File: src/rtl/eth_tx_mii_framer.sv
// AXI4-Stream byte stream to 4-bit MII transmitter: preamble/SFD, low-nibble-first data, IFG,
// underrun/oversize abort with tx_er. Optional statistics counters under `ETH_TX_STATS_EN`.
module eth_tx_mii_framer #(
    parameter int DATA_WIDTH      = 8,
    parameter int PREAMBLE_BYTES  = 7,
    parameter int IFG_BYTES       = 12,
    parameter int MAX_FRAME_BYTES = 1518
) (
    input  logic                  clk,
    input  logic                  rst,
    input  logic [DATA_WIDTH-1:0] s_axis_tdata,
    input  logic                  s_axis_tvalid,
    output logic                  s_axis_tready,
    input  logic                  s_axis_tlast,
    output logic [3:0]            mii_txd,
    output logic                  mii_tx_en,
    output logic                  mii_tx_er,
    output logic                  busy,
    output logic                  underrun,
    output logic                  oversize
`ifdef ETH_TX_STATS_EN
    ,
    output logic [31:0]           stat_frames,
    output logic [31:0]           stat_bytes,
    output logic [15:0]           stat_errors
`endif
);

    typedef enum logic [2:0] {
        S_IDLE, S_PREAMBLE, S_DATA, S_ERROR, S_DRAIN, S_IFG
    } state_t;

    // r_cnt value on the SFD (0xD) cycle, and the value just before it.
    localparam logic [15:0] PRE_SFD     = 16'(2 * PREAMBLE_BYTES + 1);
    localparam logic [15:0] PRE_PRE_SFD = 16'(2 * PREAMBLE_BYTES);
    localparam logic [15:0] IFG_LAST    = 16'(2 * IFG_BYTES - 1);
    localparam logic [15:0] MAX_BYTES   = 16'(MAX_FRAME_BYTES);

    state_t      r_state;
    logic [15:0] r_cnt;
    logic [15:0] r_bytes;
    logic [3:0]  r_hi;
    logic        r_last;
    logic        r_err_last;
    logic [3:0]  r_txd;
    logic        r_tx_en;
    logic        r_tx_er;

    logic        w_sfd;
    logic        w_hi;
    logic        w_req;
    logic [15:0] w_bytes_inc;

    // A byte transfers on a rising edge where s_axis_tvalid && s_axis_tready; tready is a function of state only.
    assign w_sfd         = (r_state == S_PREAMBLE) && (r_cnt == PRE_SFD);
    assign w_hi          = (r_state == S_DATA) && r_cnt[0];
    assign w_req         = w_sfd || (w_hi && !r_last);
    assign s_axis_tready = w_req || (r_state == S_DRAIN);
    assign underrun      = w_req && !s_axis_tvalid;
    assign oversize      = w_req && s_axis_tvalid && (r_bytes >= MAX_BYTES);
    assign w_bytes_inc   = (r_bytes == 16'hFFFF) ? r_bytes : r_bytes + 16'd1;

    assign mii_txd   = r_txd;
    assign mii_tx_en = r_tx_en;
    assign mii_tx_er = r_tx_er;
    assign busy      = (r_state != S_IDLE);

    always_ff @(posedge clk) begin
        if (rst) begin
            r_state    <= S_IDLE;
            r_cnt      <= 16'd0;
            r_bytes    <= 16'd0;
            r_hi       <= 4'd0;
            r_last     <= 1'b0;
            r_err_last <= 1'b0;
            r_txd      <= 4'd0;
            r_tx_en    <= 1'b0;
            r_tx_er    <= 1'b0;
        end else if (w_req) begin
            // Byte request on the SFD cycle or a high-nibble cycle: accept, abort on underrun or oversize.
            r_cnt <= 16'd0;
            if (!s_axis_tvalid) begin
                r_state    <= S_ERROR;
                r_err_last <= 1'b0;
                r_txd      <= 4'd0;
                r_tx_en    <= 1'b1;
                r_tx_er    <= 1'b1;
            end else begin
                r_bytes <= w_bytes_inc;
                if (r_bytes >= MAX_BYTES) begin
                    r_state    <= S_ERROR;
                    r_err_last <= s_axis_tlast;
                    r_txd      <= 4'd0;
                    r_tx_en    <= 1'b1;
                    r_tx_er    <= 1'b1;
                end else begin
                    r_state <= S_DATA;
                    r_hi    <= s_axis_tdata[7:4];
                    r_last  <= s_axis_tlast;
                    r_txd   <= s_axis_tdata[3:0];
                    r_tx_en <= 1'b1;
                    r_tx_er <= 1'b0;
                end
            end
        end else begin
            case (r_state)
                S_IDLE: begin
                    r_txd   <= 4'd0;
                    r_tx_en <= 1'b0;
                    r_tx_er <= 1'b0;
                    if (s_axis_tvalid) begin
                        r_state <= S_PREAMBLE;
                        r_cnt   <= 16'd0;
                        r_bytes <= 16'd0;
                        r_txd   <= 4'h5;
                        r_tx_en <= 1'b1;
                    end
                end
                S_PREAMBLE: begin
                    r_cnt <= r_cnt + 16'd1;
                    r_txd <= (r_cnt == PRE_PRE_SFD) ? 4'hD : 4'h5;
                end
                S_DATA: begin
                    if (!r_cnt[0]) begin
                        r_cnt <= 16'd1;
                        r_txd <= r_hi;
                    end else begin
                        // High nibble of the tlast byte has just gone out.
                        r_state <= S_IFG;
                        r_cnt   <= 16'd0;
                        r_txd   <= 4'd0;
                        r_tx_en <= 1'b0;
                    end
                end
                S_ERROR: begin
                    if (r_cnt == 16'd1) begin
                        r_state <= r_err_last ? S_IFG : S_DRAIN;
                        r_cnt   <= 16'd0;
                        r_txd   <= 4'd0;
                        r_tx_en <= 1'b0;
                        r_tx_er <= 1'b0;
                    end else begin
                        r_cnt <= r_cnt + 16'd1;
                    end
                end
                S_DRAIN: begin
                    if (s_axis_tvalid && s_axis_tlast) begin
                        r_state <= S_IFG;
                        r_cnt   <= 16'd0;
                    end
                end
                S_IFG: begin
                    if (r_cnt == IFG_LAST) begin
                        r_state <= S_IDLE;
                        r_cnt   <= 16'd0;
                    end else begin
                        r_cnt <= r_cnt + 16'd1;
                    end
                end
                default: r_state <= S_IDLE;
            endcase
        end
    end

`ifdef ETH_TX_STATS_EN
    logic [31:0] r_stat_frames;
    logic [31:0] r_stat_bytes;
    logic [15:0] r_stat_errors;

    always_ff @(posedge clk) begin
        if (rst) begin
            r_stat_frames <= 32'd0;
            r_stat_bytes  <= 32'd0;
            r_stat_errors <= 32'd0;
        end else begin
            if (w_hi && r_last) begin
                r_stat_frames <= r_stat_frames + 32'd1;
                r_stat_bytes  <= r_stat_bytes + {16'd0, r_bytes};
            end
            if (underrun || oversize) begin
                r_stat_errors <= r_stat_errors + 16'd1;
            end
        end
    end

    assign stat_frames = r_stat_frames;
    assign stat_bytes  = r_stat_bytes;
    assign stat_errors = r_stat_errors;
`endif

endmodule

File: config.mk
export PLATFORM = sky130hd
export DESIGN_NAME = eth_tx_mii_framer
export DESIGN_NICKNAME = d
export VERILOG_FILES = /design/src/rtl/eth_tx_mii_framer.sv
export SDC_FILE = /design/constraint.sdc
export NUM_CORES = 1
export LEC_CHECK = 0
export CORE_UTILIZATION = 60
export DETAILED_ROUTE_END_ITERATION = 8
export MAX_ROUTING_LAYER = met4
export PLACE_DENSITY = 0.82
export SYNTH_ARGS = -nofsm -noshare
export SYNTH_HDL_FRONTEND = slang
export SYNTH_SLANG_ARGS = --single-unit
File: constraint.sdc
create_clock -name clk -period 5 [get_ports clk]
set_clock_uncertainty 0.2 [all_clocks]
set_input_delay 1.25 -clock clk [delete_from_list [all_inputs] [get_ports clk]]
set_output_delay 1.25 -clock clk [all_outputs]
set_load 0.01 [all_outputs]
==> results.tsv <==
stage	metric	value	unit
sta	timing.hold.ws	0.266	ns
die	dieArea	4590	um^2
global_routing	antenna_violations_before_repair	0	
die	effective_utilization_at_floorplan	63.5	%
final_layout	areaGrowthSynthToFinish	11.1	%
synth	syn-instance-count	317	
drt	vias_per_cell	6.08	
clock_network	cts-resized-gates	0	
drt	drc_errors	0	
die	core.rowCount	23	
critical_path	data_arrival_time_at_the_worst_slack_endpoint	2.87	ns
critical_path	r2r_start	r_cnt[0]	
clock_network	tritoncts	built	
sta	timing_hold_violations_final	0	
synth	mappedNetlistArea	2590	um^2
synth	synth_top_cell_area_share	36.3	%
critical_path	regToRegSetupSlack	2.14	ns
global_routing	number_of_global_route_vias_before_repair	2010	
pwr	total_power	0.805	mW
die	ioPinCount	22	
synth	synth-edff-count	0	
die	chipHeight	67.8	um
global_routing	grt_start_max_net_pins	23	
critical_path	critical_path_sink_type	output port	
synth	ys_ff_latch	47	
sta	final_max_slew_viol_count	0	
synth	ys_top_cells_by_count	dfxtp_1 (47), nor2_1 (44), nand2_1 (26)	
placement	routabilityCongestion	0.904	
global_routing	grt_pass1_wl	8760	um
sta	tns	0	ns
global_routing	globalRouteTotalUtil	26.1	%
placement	dp_worst_setup_slack	0.961	ns
min_path	timing.hold.worst.class	reg -> reg	
synth	most_repeated_cell_in_the_gate_level_netlist_after_synthesis	dfxtp_1	
synth	yosys-top-cells-area	dfxtp_1 (36%), nor2_1 (6.4%), a21oi_1 (4.2%)	
sta	crit_path_setup_slack_layout	0.675	ns
clock_network	postCtsHoldBufs	0	
final_layout	final_core_util	70.6	%
critical_path	crit_type	reg -> out	
die	die-width	67.8	um
drt	num_vias	2324	
critical_path	worst_setup_path_endpoint	oversize	
drt	drt-total-wl	5520	um
clock_network	numClockSinks	47	
drt	detailedRoute.firstIterationViolations	184	
sta	actual_transition_at_the_worst_max_transition_pin	0.830	ns
critical_path	cp_data_required_time	3.55	ns
placement	input_output_buffers	21	
sta	slew_headroom	44.3	%
synth	synthDistinctLibCells	51	
synth	synth.yosys.seq_area_share	36.3	%
final_layout	finalNetCount	348	
sta	grt_setup_unrepaired	false	
clock_network	numCtsBuffers	5	
synth	ys_dominant_reg_cell	dfxtp_1	
synth	postSynthNetCount	334	
drt	drt_pre_antenna_iters	4	
job	cap_viol_max_count	0	
critical_path	startpoint_type	flip-flop	
die	core_area	4090	um^2
final_layout	insertedDiodeCount	0	
sta	timing.final.crit_share	86.5	%
pwr	static-leakage-power	0.973	nW
critical_path	cp-startpoint	r_cnt[0]	
sta	final.min_clock_period	4.32	ns
drt	wl_per_cell	14.5	um
placement	dpl.hpwl	3870	um
critical_path	crit_fanout	10	
clock_network	clk_pin_slew	0.09	ns
critical_path	reg2reg_to	r_state[0]	
pwr	cellPowerDensity	279	nW/um^2
synth	synthArstFlopShare	0	%
drt	final_antenna_net_count	0	
synth	avgSynthCellArea	8.19	um^2
synth	synth.largest_area_cell	dfxtp_1	
global_routing	grt_remaining_overflow	0	
clock_network	clk-insertion-delay-late	0.31	ns
clock_network	clockBufferDepth	2	
clock_network	clockRootBuffer	clkbuf_8	
sta	max_freq	231	MHz
outcome	result_of_the_run	finished, final reports clean	
clock_network	htree_num_levels	2	
sta	final_report_setup_violation_count	0	
clock_network	post-cts-setup-buffers	0	
final_layout	drive_gt1_share	6.63	%
synth	yosys_synthesis_warning_count	0	
critical_path	ff2ff_path_depth	7	
pwr	vdd.ir_drop.worst	0.000181	V
[per-stage QoR]
step                cells  instance area, um^2
detailed placement    374                 2800
CTS                   382                 2880
global placement      374                 2800
global route          382                 2880
floorplan             317                 2590
finish                382                 2880
[registers in the layout, summed over array words and instances, names as in the netlist]
register / count
r_last: 1
r_cnt: 16
r_state: 3
mii_txd: 4
r_err_last: 1
mii_tx_er: 1
mii_tx_en: 1
r_bytes: 16
r_hi: 4
[layout by cell type (no fill, tap or decap), types with 4 or more instances in the layout]
cell	n
or3_1	11
a21oi_1	22
nor2b_1	6
nand2_1	26
clkdlybuf4s50_1	21
nor3_1	15
a211oi_1	4
inv_1	8
o21ai_0	16
xnor2_1	4
nand3_1	12
dfxtp_1	47
mux2i_1	5
nand2b_1	4
and4_1	4
clkbuf_8	5
xor2_1	10
nand4_1	9
nor2_1	44
ha_1	5
[how the worst min path moves through the flow]
stage / from / to / cells after the start
2_1_floorplan: r_err_last / r_err_last / 2
4_1_cts: mii_tx_er / mii_tx_er / 2
6_report: mii_tx_er / mii_tx_er / 2
3_5_place_dp: mii_tx_er / mii_tx_er / 2
5_1_grt: mii_tx_er / mii_tx_er / 2
3_3_place_gp: mii_tx_er / mii_tx_er / 2
[report_power, final]
part	internal [mW]	leakage (nW)	total (mW)	switching, mW
clock	0.0979	0.0412	0.228	0.130
sequential	0.384	0.380	0.405	0.0211
combinational	0.0737	0.552	0.172	0.0980
total	0.556	0.973	0.805	0.249
[cell type report]
cell class | instances | area (um^2)
Clock inverter | 2 | 12.5
Tap cell | 50 | 62.6
Sequential cell | 47 | 941
Inverter | 8 | 30.0
Multi-Input combinational cell | 247 | 1550
Fill cell | 333 | 1200
Timing Repair Buffer | 22 | 218
Clock buffer | 6 | 72.6
[routing by layer]
metal  GRT usage (%)  vias to the layer above  part of all wire (%)
met4            7.98                        0                   1.4
met5               -                        -                     0
met1            32.3                     1088                    45
li1                -                     1171                     -
met3            5.74                       12                   5.1
met2            42.1                       53                    48
[cells by family (layout without fill, tap and decap cells)]
| family | Yosys count | in the layout | share of synthesized area [%] |
|---|---|---|---|
| buffers and inverters | 23 | 38 | 4.10 |
| xor gates and xnor gates | 14 | 14 | 4.72 |
| adders and majority gates | 5 | 5 | 2.41 |
| DFF | 47 | 47 | 36.3 |
| and+or+nand+nor | 147 | 147 | 29.6 |
| muxes | 8 | 8 | 3.37 |
| AOI/OAI and AO/OA | 73 | 73 | 19.5 |
[critical path: stages, from the launching register on]
cell and delay (ns):
dfxtp_1 0.55, ha_1 0.25, nand3_1 0.14, or2b_1 0.35
o21a_1 0.35, nor3b_1 0.34, clkdlybuf4s50_1 0.59
No activity file was read; power rests on OpenSTA's default activity.
==> RTL change 1 (same settings) <==
The option `ETH_TX_STATS_EN` is turned on by a define.
--- a/src/rtl/eth_tx_mii_framer.sv
+++ b/src/rtl/eth_tx_mii_framer.sv
@@ -2,2 +2,4 @@
 // underrun/oversize abort with tx_er. Optional statistics counters under `ETH_TX_STATS_EN`.
+`define ETH_TX_STATS_EN
+
 module eth_tx_mii_framer #(
Function (old outputs only; new: stat_bytes, stat_errors and stat_frames): kept (equiv_simple and equiv_induct, registers matched by name and starting in step).
==> RTL change 1 against the original RTL <==
Total power grew to 2.8 times the old value; clock power grew to 5.1 times the old value; hold slack better by 0.0088 ns; sequential share of layout area is 1.2 points lower; count of clock-buffer cells in the layout is 19 higher; cell count grew to 2.7 times the old value; cell area grew to 2.8 times the old value; setup slack worse by 0.27 ns; synthesized area is 150% higher; synthesized cell count is 150% higher; routed wire length grew to 3.0 times the old value; sequential cell count is 80 higher; via count grew to 2.6 times the old value; largest power group is now the clock network.
==> RTL change 1: results <==
synthesis:
  synth_mux_area_share_pct: 0.310
  syn_avg_cell_area_um2: 8.14
  yosys.cell_types.count: 60
  synthTopCellsByCount: "dfxtp_1 (127), nor2_1 (110), nand2_1 (88), a21oi_1 (65), xor2_1 (55)"
  synthTopCellsByArea: "dfxtp_1 (39%), xor2_1 (7.5%), nor2_1 (6.4%), nand2_1 (5.1%), a21oi_1 (5.0%)"
  synthesis.nets: 828
  synth_xor_xnor_area_share_pct: 10.2
place:
  dpl-instance-area_mm2: 0.00754
  pre_cts_ws_ns: 0.903
  place_inst: 1006
setup_path:
  crit-reg2reg-launch: "r_bytes[0]"
  slowest_delay_ns: 0.64
  cp_max_fo: 12
  ff2ff_path_depth: 10
  r2r_slack_ns: 1.75
  r2r_end: "stat_bytes[18]"
  critPathLaunch: "r_cnt[7]"
  crit_arrival_ns: 3.14
global_routing:
  track_usage_pct: 31.6
  grt_pass1_vias: 5908
  grt_pass1_wl_mm: 27.5
  grt_max_degree: 53
detailed_routing:
  drt-initial-drc-count: 334
  m1WireLength_mm: 7.05
  wire_per_inst_um: 15.7
  vias_per_cell: 5.88
  vias: 6104
clock_network:
  h-tree-depth: 4
  clk_pin_slew_ns: 0.06
  clkLatencyLatePin_ns: 0.53
sta:
  fin_hold_ws_ns: 0.275
  finalCritPeriodShare_pct: 91.8
pwr:
  ir_drop_mv: 0.250
  leakagePower_nw: 2.91
cells_and_area:
  drive_gt1_share_pct: 5.21
run_status:
  outcome: "finished, final reports clean"
RTL change 1: cell types whose count changed after synthesis, sizes merged, moves of 18 or more:
cell,delta
nor2,+67
nand3,+28
xor2,+45
dfxtp,+80
ha,+18
nand2,+62
o21ai,+18
a21oi,+43
RTL change 1: layout make-up:
type                            count  area [µm²]  area share [%]
Multi-Input combinational cell    622        3730            46.1
Sequential cell                   127        2540            31.4
Timing Repair Buffer              106        1040            12.9
Inverter                           15        56.3           0.696
Clock buffer                       25         464            5.74
Tap cell                          136         170            2.10
Clock inverter                      7        85.1            1.05
RTL change 1: worst register-to-register path, delay by kind of cell, from the launching register on:
family | cells | cell delay, ns
XOR/XNOR | 1 | 0.15
flip-flops | 1 | 0.39
AND/OR/NAND/NOR | 3 | 0.35
adder cells (fa/ha/maj) | 2 | 0.67
buffers and inverters | 1 | 0.24
AO/OA/AOI/OAI | 3 | 1.12
RTL change 1: power by group through the flow:
| stage | combinational, mW | clock [mW] | sequential [mW] |
|---|---|---|---|
| after floorplan | 0.0483 | 0 | 1.04 |
| after detailed placement | 0.0732 | 0 | 1.04 |
| after CTS | 0.0737 | 1.17 | 1.02 |
| final | 0.0740 | 1.16 | 1.02 |
| after global routing | 0.0816 | 1.21 | 1.02 |
| after global placement | 0.0718 | 0 | 1.04 |
RTL change 1: cells by family (layout without fill, tap and decap cells):
logic type,Yosys count,in the layout
flip-flops,127,127
AND/OR/NAND/NOR,367,367
adder cells (fa/ha/maj),24,24
XOR/XNOR,75,75
buffers and inverters,43,153
AO/OA/AOI/OAI,154,154
multiplexers,2,2
RTL change 1: routing by layer:
layer	GRT usage, %	vias up
met1	37.9	2876
met2	52.0	177
li1	-	3005
met5	-	-
met4	14.1	0
met3	5.57	46
==> RTL change 2 (same settings) <==
Without the edit above. Re-encode `state_t` (6 states) as Gray code, 3 bits wide.
--- a/src/rtl/eth_tx_mii_framer.sv
+++ b/src/rtl/eth_tx_mii_framer.sv
@@ -29,3 +29,3 @@
     typedef enum logic [2:0] {
-        S_IDLE, S_PREAMBLE, S_DATA, S_ERROR, S_DRAIN, S_IFG
+        S_IDLE = 3'b000, S_PREAMBLE = 3'b001, S_DATA = 3'b011, S_ERROR = 3'b010, S_DRAIN = 3'b110, S_IFG = 3'b111
     } state_t;
Formal check against the unedited RTL: no difference found for any inputs over 10 cycles, from zero or initial values and one cycle with rst high; not proved beyond that.
==> RTL change 2 against the original RTL <==
Cell area down 0.48%; routed wire length is 0.62% lower; synthesized area fell by 1.7%; count of clock-buffer cells in the layout unchanged; sequential cell count stayed put; setup slack gained 0.073 ns; critical path type is now input port to primary output.
Power is not compared: it rests on default switching activity, and its combinational part moved more than twofold at a synthesized area within 25%.
==> RTL change 2: results <==
run_status:
  outcome: "finished, final reports clean"
detailed_routing:
  drt-initial-drc-count: 153
  firstDrtPassIters: 4
  wl_mm: 5.49
  vias_per_cell: 6.07
cells_and_area:
  final_cells: 380
  diodes: 0
  final_nets: 347
  drive_gt1_share_pct: 5.45
  fill_cells: 343
synthesis:
  ys_seq_area_share_pct: 36.9
  async_reset_ff_share_pct: 0
  synthTopCellsByArea: "dfxtp_1 (37%), nor2_1 (6.0%), a21oi_1 (4.3%), nand2_1 (3.8%), xor2_1 (3.8%)"
  synthTopCellsByCount: "dfxtp_1 (47), nor2_1 (41), nand2_1 (26), a21oi_1 (22), nand3_1 (14)"
  synthesis.nets: 330
  syn_inst: 313
  yosys.cell_types.count: 55
clock_network:
  cts_buffers: 5
  cts.path.max_buffers: 2
  cts_resized: 0
  clk_pin_slew_ns: 0.08
  clkLatencyLatePin_ns: 0.30
  cts_setup_buffers: 0
setup_path:
  crit_arrival_ns: 2.80
  cp_max_fo: 14
  cpLargestDelayFamily: "buffers and inverters"
  slowest_delay_ns: 0.57
sta:
  relSlewSlack_pct: 46.7
global_routing:
  track_usage_pct: 27.4
  antenna_found_initial: 0
  grt_pass1_vias: 2015
  use_met2_pct: 42.4
  grt_util_met1_pct: 35.9
  grt_pass1_wl_mm: 9.18
  grt_max_degree: 22
  grtUsageMet3_pct: 5.24
place:
  dpl-instance-area_mm2: 0.00277
  io_buffers: 21
  place_inst: 373
  pre_cts_ws_ns: 0.778
  place_congestion: 0.869
  dp_hpwl_mm: 3.83
pwr:
  ir_drop_mv: 0.227
min_path:
  hold_class: "flip-flop to flip-flop"
job:
  max_cap_violations: 0
-- RTL change 2: cell types whose count changed in the layout (fill, tap and decap cells not counted), sizes merged, moves of 3 or more --
cell / change
nor3: -3
o211ai: +4
nor2: -3
inv: +4
o31ai: +5
and3: +5
nor2b: -3
or3: -5
o21ai: -11
or4: +5
buf: +3
-- RTL change 2: final timing paths --
path / to / startpoint / depth (start not counted) / slack, ns
worst max-delay path: oversize / s_axis_tvalid / 5 / 0.75
worst min-delay path: mii_tx_er / mii_tx_er / 2 / 0.27
worst max register to register: r_bytes[8] / r_state[2] / 7 / 1.98
worst min register to register: mii_tx_er / mii_tx_er / 2 / 0.27
-- RTL change 2: logic make-up (layout without fill, tap and decap cells) --
logic type / Yosys count / after routing / synth area share (%)
adders and majority gates: 5 / 5 / 2.45
muxes: 8 / 8 / 3.19
buffers and inverters: 27 / 44 / 5.10
AOI/OAI and AO/OA: 69 / 69 / 18.8
and+or+nand+nor: 141 / 141 / 28.1
xor gates and xnor gates: 16 / 16 / 5.50
DFF: 47 / 47 / 36.9
-- RTL change 2: final cells by class --
type                            count  area share [%]
Tap cell                           50            2.18
Multi-Input combinational cell    239            51.5
Clock inverter                      1            1.05
Inverter                           12            1.57
Timing Repair Buffer               25            8.37
Sequential cell                    47            32.8
Clock buffer                        6            2.53
-- RTL change 2: layer usage --
layer | part of all wire (%) | up-vias
li1 | - | 1168
met2 | 46 | 35
met1 | 49 | 1096
met5 | 0 | -
met3 | 3.3 | 9
met4 | 1.4 | 0
-- RTL change 2: metrics by stage --
stage,utilization [%],hold slack [ns]
global route,71.2,0.302
detailed placement,68.7,0.254
finish,71.2,0.271
CTS,71.2,0.271
global placement,68.7,0.246
floorplan,-,0.252
-- RTL change 2: worst min-delay path: cells and delay by family (launching register included) --
kind            cells  cell delay, ns
compound gates      1            0.05
flops               1            0.32
simple gates        1            0.06
-- RTL change 2: power by group --
part           internal [mW]  switching (mW)
Clock                  0.147           0.121
Sequential             0.379         0.00727
Combinational         0.0339          0.0424
